**src/rtl/spi_pkg.sv**
```systemverilog
// spi_pkg: definitions shared by the SPI RAM link initiator and responder.
// Holds the command encodings, the frame geometry defaults and the
// initiator state encoding.
package spi_pkg;

  // Frame geometry defaults, shared with SPI_WRAPPER
  localparam int SPI_FRAME_W = 10;
  localparam int SPI_DATA_W  = 8;

  // Command field carried in the two MSBs of every frame
  localparam logic [1:0] CMD_WR_ADDR = 2'b00;
  localparam logic [1:0] CMD_WR_DATA = 2'b01;
  localparam logic [1:0] CMD_RD_ADDR = 2'b10;
  localparam logic [1:0] CMD_RD_DATA = 2'b11;

  // Initiator states
  typedef enum logic [2:0] {
    IDLE  = 3'd0,
    SHIFT = 3'd1,
    WAIT  = 3'd2,
    READ  = 3'd3,
    END   = 3'd4,
    GAP   = 3'd5
  } spiState_t;

  // Only read-data frames expect a reply byte on MISO
  function automatic logic cmdNeedsReply(input logic [1:0] cmd);
    return (cmd == CMD_RD_DATA);
  endfunction

endpackage

```
**src/rtl/spi_shift_reg.sv**
```systemverilog
// spi_shift_reg: parallel-load shift register used for both the outgoing
// frame and the incoming reply byte. Shifts towards the MSB, so the serial
// output is MSB first and serial input bits enter at bit 0.
// o_shiftNext exposes the value the register would hold after one more shift,
// which lets the caller capture a complete word on the same edge as the final
// serial bit.
module spi_shift_reg #(
  parameter int WIDTH = 8
) (
  input  logic             i_clk,
  input  logic             i_reset,
  input  logic             i_load,
  input  logic [WIDTH-1:0] i_loadData,
  input  logic             i_shift,
  input  logic             i_serialIn,
  output logic             o_serialOut,
  output logic [WIDTH-1:0] o_shiftNext
);

  logic [WIDTH-1:0] r_data;

  // Load has priority over shift; zero fill means the register drains to zero
  always_ff @(posedge i_clk or posedge i_reset) begin
    if (i_reset) begin
      r_data <= '0;
    end else if (i_load) begin
      r_data <= i_loadData;
    end else if (i_shift) begin
      r_data <= {r_data[WIDTH-2:0], i_serialIn};
    end
  end

  assign o_serialOut = r_data[WIDTH-1];
  assign o_shiftNext = {r_data[WIDTH-2:0], i_serialIn};

endmodule

```
**src/rtl/spi_master.sv**
```systemverilog
// spi_master: initiator end of the 10-bit SPI RAM link.
// Sends {cmd, tx_data} MSB first on MOSI while ss_n is low, and for read-data
// frames waits TURNAROUND cycles and then collects an 8-bit reply from MISO.
// Both ends share clk, so one bit moves per clock and no SCLK is produced.
// Every output is a register whose next value is decoded from the next state,
// so ss_n/done/busy line up exactly with the state the FSM is in.
module spi_master
  import spi_pkg::*;
#(
  parameter int FRAME_W    = SPI_FRAME_W,
  parameter int DATA_W     = SPI_DATA_W,
  parameter int TURNAROUND = 1,
  parameter int IDLE_GAP   = 1
) (
  input  logic              i_clk,
  input  logic              i_reset,
  input  logic              i_start,
  input  logic [1:0]        i_cmd,
  input  logic [DATA_W-1:0] i_tx_data,
  output logic              o_busy,
  output logic              o_done,
  output logic [DATA_W-1:0] o_rx_data,
  output logic              o_rx_valid,
  output logic              o_ss_n,
  output logic              o_mosi,
  input  logic              i_miso
);

  localparam int BIT_CW = $clog2(FRAME_W);
  localparam int RX_CW  = $clog2(DATA_W);
  localparam int DLY_W  = 8;

  spiState_t r_state;
  spiState_t w_nextState;

  logic [BIT_CW-1:0] r_bitCnt;
  logic [RX_CW-1:0]  r_rxCnt;
  logic [DLY_W-1:0]  r_dlyCnt;
  logic              r_isRead;

  logic              r_busy;
  logic              r_done;
  logic              r_rxValid;
  logic              r_ssN;
  logic [DATA_W-1:0] r_rxData;

  logic              w_accept;
  logic              w_gapOver;
  logic              w_txShift;
  logic              w_rxShift;
  logic              w_rxLast;
  logic              w_busyNext;
  logic              w_doneNext;
  logic              w_rxValidNext;
  logic              w_ssNNext;
  logic [DATA_W-1:0] w_rxNext;
  logic [FRAME_W-1:0] w_txNextUnused;
  logic              w_rxMsbUnused;

  // The last ss_n-high cycle of a frame: END when the gap is a single cycle,
  // otherwise the final GAP cycle. A start seen on the edge that ends this
  // cycle opens the next frame directly, so a held start yields exactly
  // IDLE_GAP ss_n-high cycles between frames.
  assign w_gapOver = ((r_state == END) && (IDLE_GAP == 1)) ||
                     ((r_state == GAP) && (r_dlyCnt == '0));

  assign w_accept  = (w_nextState == SHIFT) && (r_state != SHIFT);
  assign w_txShift = (r_state == SHIFT);
  assign w_rxShift = (r_state == READ);
  assign w_rxLast  = (r_state == READ) && (r_rxCnt == '0);

  // State register
  always_ff @(posedge i_clk or posedge i_reset) begin
    if (i_reset) begin
      r_state <= IDLE;
    end else begin
      r_state <= w_nextState;
    end
  end

  // Next-state decode; start is only looked at in IDLE or at the end of the gap
  always_comb begin
    w_nextState = r_state;
    case (r_state)
      IDLE: begin
        if (i_start) begin
          w_nextState = SHIFT;
        end
      end
      SHIFT: begin
        if (r_bitCnt == '0) begin
          w_nextState = r_isRead ? WAIT : END;
        end
      end
      WAIT: begin
        if (r_dlyCnt == '0) begin
          w_nextState = READ;
        end
      end
      READ: begin
        if (r_rxCnt == '0) begin
          w_nextState = END;
        end
      end
      END: begin
        if (w_gapOver) begin
          w_nextState = i_start ? SHIFT : IDLE;
        end else begin
          w_nextState = GAP;
        end
      end
      GAP: begin
        if (w_gapOver) begin
          w_nextState = i_start ? SHIFT : IDLE;
        end
      end
      default: w_nextState = IDLE;
    endcase
  end

  // Output decode from the next state, registered below
  always_comb begin
    w_ssNNext     = 1'b1;
    w_busyNext    = 1'b0;
    w_doneNext    = 1'b0;
    w_rxValidNext = 1'b0;
    case (w_nextState)
      SHIFT, WAIT, READ: begin
        w_ssNNext  = 1'b0;
        w_busyNext = 1'b1;
      end
      END: begin
        w_busyNext    = 1'b1;
        w_doneNext    = 1'b1;
        w_rxValidNext = r_isRead;
      end
      GAP: begin
        w_busyNext = 1'b1;
      end
      default: begin
        w_busyNext = 1'b0;
      end
    endcase
  end

  // Output registers; the reply byte is captured on the edge of its last bit
  always_ff @(posedge i_clk or posedge i_reset) begin
    if (i_reset) begin
      r_ssN     <= 1'b1;
      r_busy    <= 1'b0;
      r_done    <= 1'b0;
      r_rxValid <= 1'b0;
      r_rxData  <= '0;
    end else begin
      r_ssN     <= w_ssNNext;
      r_busy    <= w_busyNext;
      r_done    <= w_doneNext;
      r_rxValid <= w_rxValidNext;
      if (w_rxLast) begin
        r_rxData <= w_rxNext;
      end
    end
  end

  // Frame bookkeeping: bit counter, turnaround/gap delay and reply bit counter
  always_ff @(posedge i_clk or posedge i_reset) begin
    if (i_reset) begin
      r_bitCnt <= '0;
      r_rxCnt  <= '0;
      r_dlyCnt <= '0;
      r_isRead <= 1'b0;
    end else begin
      if (w_accept) begin
        r_bitCnt <= BIT_CW'(FRAME_W - 1);
        r_isRead <= cmdNeedsReply(i_cmd);
      end else if ((r_state == SHIFT) && (r_bitCnt != '0)) begin
        r_bitCnt <= r_bitCnt - BIT_CW'(1);
      end

      if ((r_state == SHIFT) && (w_nextState == WAIT)) begin
        r_dlyCnt <= DLY_W'(TURNAROUND - 1);
      end else if ((r_state == END) && (w_nextState == GAP)) begin
        r_dlyCnt <= DLY_W'(IDLE_GAP - 2);
      end else if (((r_state == WAIT) || (r_state == GAP)) && (r_dlyCnt != '0)) begin
        r_dlyCnt <= r_dlyCnt - DLY_W'(1);
      end

      if ((r_state == WAIT) && (w_nextState == READ)) begin
        r_rxCnt <= RX_CW'(DATA_W - 1);
      end else if ((r_state == READ) && (r_rxCnt != '0)) begin
        r_rxCnt <= r_rxCnt - RX_CW'(1);
      end
    end
  end

  // Outgoing frame: loaded on the accepting edge, drains to zero behind the last bit
  spi_shift_reg #(
    .WIDTH(FRAME_W)
  ) u_txShift (
    .i_clk       (i_clk),
    .i_reset     (i_reset),
    .i_load      (w_accept),
    .i_loadData  ({i_cmd, i_tx_data}),
    .i_shift     (w_txShift),
    .i_serialIn  (1'b0),
    .o_serialOut (o_mosi),
    .o_shiftNext (w_txNextUnused)
  );

  // Incoming reply byte: cleared on accept, one MISO bit per READ cycle
  spi_shift_reg #(
    .WIDTH(DATA_W)
  ) u_rxShift (
    .i_clk       (i_clk),
    .i_reset     (i_reset),
    .i_load      (w_accept),
    .i_loadData  ('0),
    .i_shift     (w_rxShift),
    .i_serialIn  (i_miso),
    .o_serialOut (w_rxMsbUnused),
    .o_shiftNext (w_rxNext)
  );

  assign o_ss_n     = r_ssN;
  assign o_busy     = r_busy;
  assign o_done     = r_done;
  assign o_rx_valid = r_rxValid;
  assign o_rx_data  = r_rxData;

endmodule

```
**config.mk**
```make
export PLATFORM = sky130hd
export DESIGN_NAME = spi_master
export DESIGN_NICKNAME = d
export VERILOG_FILES = /design/src/rtl/spi_pkg.sv /design/src/rtl/spi_shift_reg.sv /design/src/rtl/spi_master.sv
export SDC_FILE = /design/constraint.sdc
export NUM_CORES = 1
export LEC_CHECK = 0
export ABC_AREA = 1
export BUFFER_PORTS_ARGS = -buffer_cell sky130_fd_sc_hd__buf_2
export CAP_MARGIN = 20
export CORE_MARGIN = 2
export CORE_UTILIZATION = 40
export CTS_BUF_LIST = sky130_fd_sc_hd__clkbuf_8
export DETAILED_ROUTE_END_ITERATION = 8
export MAX_ROUTING_LAYER = met4
export PLACE_DENSITY = 0.69
export SLEW_MARGIN = 20
export SYNTH_ARGS = -nofsm -noshare
export SYNTH_HDL_FRONTEND = slang
export SYNTH_HIERARCHICAL = 1
export SYNTH_SLANG_ARGS = --single-unit
```
**constraint.sdc**
```tcl
create_clock -name i_clk -period 1.8 [get_ports i_clk]
set_clock_uncertainty 0.05 [all_clocks]
set_input_delay 0.09 -clock i_clk [delete_from_list [all_inputs] [get_ports i_clk]]
set_output_delay 0.09 -clock i_clk [all_outputs]
set_load 0.01 [all_outputs]
```
==> metrics.yaml, run 1 <==
cts-root-buf: "clkbuf_8"
cts.path.max_buffers: 2
core_mm2: 0.00582
grt_pass1_wl_um: 8360
p_seq_share_pct: 29.6
clock_latency_ns: 0.31
cap_violations: 0
syn_inst: 269
slew_viol_final: 0
die_w_um: 81.0
criticalPathCategory: "flop to flop"
io_pins: 27
syn_to_final_growth_pct: 39.4
drc_errors: 0
drt_iter0_markers: 59
reg2reg_slack_ns: 0.01
r2r_start: "r_dlyCnt[0]"
fin_crit_sh_pct: 99.4
r2r_end: "u_txShift/r_data[0]"
postSynthAreaPerCell_um2: 8.81
setup_viol: 0
grt_usage_pct: 17.0
critPathMaxStageDelay_ns: 0.41
syn_area_mm2: 0.00237
finalCriticalPeriod_ns: 1.79
p_comb_share_pct: 58.9
globalRouteOverflowTotal: 0
path_buf_inv: 3
gp_congestion: 0.882
path_common_cell: "nand2_2"
powerDensity_mw_per_mm2: 1880
cts_tree: "yes"
grt_max_degree: 32
required_ns: 1.96
vias_per_cell: 4.69
drive_gt1_share_pct: 38.7
ant_nets: 0
r2r_cells: 12
dr.pass1.iters: 4
cts_buffers: 5
stdcell_count: 424
die-height_um: 81.0
diodes: 0
finalInstanceArea_mm2: 0.00330
place_area_mm2: 0.00271
slowest_stage: "dfrtp_1"
fin_util_pct: 56.8
dpl_worst_slack_ns: -0.0587
max_freq_ghz: 0.559
wl_per_cell_um: 12.3
intPower_mw: 3.47
cts.sink_count: 48
rsz0062_at_grt: "yes"
dieArea_mm2: 0.00656
cpLargestDelayFamily: "simple AND/OR/NAND/NOR gates"
setup_ws_ns: 0.0107
critPathArrivalTime_ns: 1.95
yosysWarnings: 6
initial_core_util_pct: 40.7
pwr-share-clk_pct: 11.5
switching_share_pct: 44.1
endpoint_kind: "flop"
clkTransAtPathRegs_ns: 0.10
cp_cell_sequence: "inv_2 > ha_4 > nand2_2 > nor2_2 > nand2_2 > nand2_2 > nand3_2 > nand3_4 > clkinv_8 > clkbuf_16 > nand2_2 > nand3_1"
dp_hpwl_um: 3350
grt_pass1_vias: 1909
rows: 28
p_sw_mw: 2.74
port_buffers: 26
hold_violations: 0
critPathMaxFanout: 6
antenna_found_initial: 0
place_inst: 386
fin_nets: 367
critPathLaunchType: "flop"
power.leakage_nw: 1.73
vdd_drop_max_v: 0.00110
status: "completed"
power_mw: 6.21
wl_um: 5230
worstHoldPathType: "primary input to asynchronous set/reset pin"
htreeDepth: 2
vias: 1988
==> state kept, by name (all words and copies together), names as in the netlist <==
name	count
r_state	3
r_isRead	1
o_done	1
o_rx_data	8
u_txShift/r_data	10
o_ss_n	1
o_rx_valid	1
o_busy	1
r_bitCnt	4
u_rxShift/r_data	7
r_dlyCnt	8
r_rxCnt	3
==> tightest hold or removal path, delay by kind of cell <==
| kind | cells | cell delay [ns] |
|---|---|---|
| buffers and inverters | 3 | 0.88 |
==> per-layer routing <==
| metal | GRT usage [%] | part of all wire, % | vias up | routed length (um) |
|---|---|---|---|---|
| li1 | - | - | 1015 | - |
| met4 | 5.08 | 1.1 | 0 | 59 |
| met3 | 3.67 | 3.2 | 6 | 167 |
| met2 | 28.0 | 50 | 32 | 2630 |
| met1 | 21.0 | 45 | 935 | 2370 |
| met5 | - | 0 | - | 0 |
==> final cells by class <==
class | instances | area, um^2
clock buffers | 6 | 82.6
multi-input cells | 191 | 1250
well taps | 75 | 93.8
repair buffers | 68 | 504
clock inverters | 2 | 17.5
inverters | 33 | 141
flip-flops and latches | 48 | 1200
fillers | 545 | 2510
repair inverters | 1 | 8.76
==> layout by cell type (no fill, tap or decap), types with 2 or more instances in the layout <==
master         instances
o21ai_2                2
ha_4                   3
inv_6                  4
nor2_2                 6
dfrtp_1               46
nor2_4                 7
nand3_2               11
ha_1                   2
inv_2                  8
nand2_4               11
dlygate4sd3_1         12
inv_1                 23
nor2_1                10
buf_2                 26
mux2_2                 8
o21ai_0                7
o22ai_1                3
nand2_2                8
nand3_1               41
clkbuf_8               6
xor2_1                 7
buf_4                 27
nand2_1               50
conb_1                 8
==> how the worst max path moves through the flow <==
| stage | start | endpoint | slack [ns] | cells past startpoint |
|---|---|---|---|---|
| 3_3_place_gp | r_dlyCnt[1] | u_txShift/r_data[0] | -0.03 | 12 |
| 4_1_cts | r_bitCnt[1] | u_txShift/r_data[0] | 0.005 | 12 |
| 6_report | r_dlyCnt[0] | u_txShift/r_data[0] | 0.01 | 12 |
| 5_1_grt | r_bitCnt[0] | u_txShift/r_data[0] | -0.09 | 12 |
| 2_1_floorplan | r_dlyCnt[0] | u_rxShift/r_data[0] | 0.03 | 13 |
| 3_5_place_dp | r_dlyCnt[0] | u_txShift/r_data[2] | -0.06 | 12 |
==> power groups by stage <==
| stage | registers, mW | logic [mW] | clock network (mW) |
|---|---|---|---|
| finish | 1.84 | 3.66 | 0.713 |
| global route | 1.89 | 4.05 | 0.786 |
| CTS | 1.81 | 2.79 | 0.731 |
| detailed placement | 1.83 | 2.66 | 0 |
| global placement | 1.82 | 2.58 | 0 |
| floorplan | 1.82 | 2.01 | 0 |
==> repair_timing <==
item,in CTS,in global routing
pin swaps,2,16
hold buffers,12,0
buffers inserted,2,13
resized for setup,2,61
hold endpoints to repair,58,0
endpoints found under the setup margin,17,27
cloned,1,2
==> stage by stage <==
stage	TNS (ns)	hold slack (ns)
final	0	0.210
after global routing	-1.14	0.235
after CTS	0	0.209
after detailed placement	-0.484	0.0107
after global placement	-0.267	0.00137
after floorplan	0	-0.157
Note: power is estimated with default switching activity, not from simulation.
==> run 2, diff against run 1 <==
==> constraint.sdc (replaced) <==
create_clock -name i_clk -period 1.8 [get_ports i_clk]
set_clock_uncertainty 0.05 [all_clocks]
set_input_delay 0.18 -clock i_clk [delete_from_list [all_inputs] [get_ports i_clk]]
set_output_delay 0.18 -clock i_clk [all_outputs]
set_load 0.1 [all_outputs]
==> run 2 against run 1 <==
Critical path depth did not move. Worst hold slack got worse by 0.19 ns. Highest routed layer unchanged. Count of clock-buffer cells in the layout did not move. Sequential cell count did not move. Critical endpoint is now u_rxShift/r_data[0]. Die area did not move.
==> metrics.yaml, run 2 (synthesis gave the netlist of run 1 again) <==
clock_latency_ns: 0.31  # about the same
critPathArrivalTime_ns: 2.00  # was 1.95 ns
critPathMaxFanout: 7  # was 6
grt_pass1_vias: 1873  # was 1909
hold_violations: 0  # unchanged
globalRouteOverflowTotal: 0  # unchanged
clkTransAtPathRegs_ns: 0.10  # about the same
cp_cell_sequence: "inv_2 > ha_4 > nand2_2 > nor2_2 > nand2_2 > nand2_2 > nand3_2 > nand3_4 > clkinv_8 > nor2_4 > nand2_1 > nand3_2"  # was inv_2 > ha_4 > nand2_2 > nor2_2 > nand2_2 > nand2_2 > nand3_2 > nand3_4 > clkinv_8 > clkbuf_16 > nand2_2 > nand3_1
die_w_um: 81.0  # unchanged
cts-root-buf: "clkbuf_8"  # unchanged
syn_to_final_growth_pct: 34.5  # was 39.4%
htreeDepth: 2  # unchanged
dp_hpwl_um: 3350  # unchanged
max_freq_ghz: 0.558  # was 0.559 GHz
wl_per_cell_um: 12.4  # was 12.3 um
critPathMaxStageDelay_ns: 0.41  # about the same
worstHoldPathType: "primary input to flop"  # was primary input to asynchronous set/reset pin
cts_tree: "yes"  # unchanged
path_common_cell: "nand2_2"  # unchanged
final_common_cell: "nand2_1"  # unchanged
grt_max_degree: 32  # unchanged
diodes: 0  # unchanged
critPathLaunchType: "flop"  # unchanged
whs_ns: 0.0225  # was 0.210 ns
finalCriticalPeriod_ns: 1.79  # about the same
grt_usage_pct: 16.7  # was 17.0%
rsz0062_at_grt: "yes"  # unchanged
setup_viol: 0  # unchanged
cts.path.max_buffers: 2  # unchanged
core_mm2: 0.00582  # unchanged
fin_nets: 356  # was 367
largest_register_ffs: 10  # unchanged
slowest_stage: "dfrtp_1"  # unchanged
place_area_mm2: 0.00271  # unchanged
required_ns: 2.01  # was 1.96 ns
finalInstanceArea_mm2: 0.00319  # was 0.00330 mm^2
drc_errors: 0  # unchanged
status: "completed"  # unchanged
port_buffers: 26  # unchanged
vias_per_cell: 4.72  # was 4.69
endpoint_kind: "flop"  # unchanged
cts.sink_count: 48  # unchanged
drive_gt1_share_pct: 39.6  # was 38.7%
die-height_um: 81.0  # unchanged
initial_core_util_pct: 40.7  # unchanged
antenna_found_initial: 0  # unchanged
rows: 28  # unchanged
cts_buffers: 5  # unchanged
criticalPathCategory: "flop to flop"  # unchanged
fillers: 561  # was 545
grt_pass1_wl_um: 8250  # was 8360 um
cap_violations: 0  # unchanged
dr.pass1.iters: 4  # unchanged
slew_viol_final: 0  # unchanged
gp_congestion: 0.882  # unchanged
mostFrequentLayoutCells: "nand2_1 (50), dfrtp_1 (46), nand3_1 (42)"  # was nand2_1 (50), dfrtp_1 (46), nand3_1 (41)
ant_nets: 0  # unchanged
fin_crit_sh_pct: 99.6  # was 99.4%
io_pins: 27  # unchanged
regMostFlops: "u_txShift/r_data"  # unchanged
drt_iter0_markers: 77  # was 59
dieArea_mm2: 0.00656  # unchanged
vias: 1949  # was 1988
wl_um: 5130  # was 5230 um
-- run 2: cell type report --
type / count / area [um^2] / share of cell area [%]
multi-input cells: 191 / 1250 / 39.1
flip-flops and latches: 48 / 1200 / 37.8
repair buffers: 57 / 394 / 12.4
inverters: 33 / 141 / 4.43
well taps: 75 / 93.8 / 2.94
clock buffers: 6 / 82.6 / 2.59
clock inverters: 2 / 17.5 / 0.549
repair inverters: 1 / 8.76 / 0.275
-- run 2: critical path: cells and delay by family, from the launching register on --
| kind | cells | cell delay [ns] |
|---|---|---|
| simple gates | 9 | 0.92 |
| flops | 1 | 0.41 |
| buf+inv | 2 | 0.20 |
| fa+ha+maj | 1 | 0.15 |
-- run 2: worst paths after layout --
| check | start | end | slack, ns | cells after the start |
|---|---|---|---|---|
| setup / recovery | r_dlyCnt[0] | u_rxShift/r_data[0] | 0.008 | 12 |
| hold / removal | i_tx_data[0] | u_txShift/r_data[0] | 0.02 | 3 |
| setup reg to reg | r_dlyCnt[0] | u_rxShift/r_data[0] | 0.008 | 12 |
| hold reg to reg | u_rxShift/r_data[6] | u_rxShift/r_data[6] | 0.44 | 2 |
| max in group asynchronous | i_reset | o_ss_n | 0.89 | 4 |
| min in group asynchronous | i_reset | u_rxShift/r_data[1] | 0.30 | 3 |
-- run 2: layer usage --
metal  track usage, %  up-vias  share of wire [%]
met1             21.0      925                 46
met4             5.08        0                1.2
met2             27.1       26                 50
li1                 -      992                  -
met5                -        -                  0
met3             3.67        6                3.3
-- run 2: repair_timing --
action                                  CTS  global route
gates cloned                              1             2
hold endpoints to repair                 47             0
hold buffers                              1             0
buffers inserted                          2            13
pin swaps                                 2            16
endpoints found under the setup margin   17            27
gates resized for setup                   2            60
-- run 2: metrics by stage --
| step | setup slack [ns] | util (%) | setup TNS, ns | cells |
|---|---|---|---|---|
| after floorplan | 0.0283 | - | 0 | 276 |
| after global placement | -0.0342 | 46.5 | -0.267 | 386 |
| after detailed placement | -0.0587 | 46.5 | -0.484 | 386 |
| after CTS | 0.00526 | 48.9 | 0 | 398 |
| after global routing | -0.0871 | 54.8 | -1.11 | 413 |
| final | 0.00802 | 54.8 | 0 | 413 |
Power of run 2 is not shown: default switching activity piles up to over one toggle a cycle in this logic, so the estimate is an artifact.
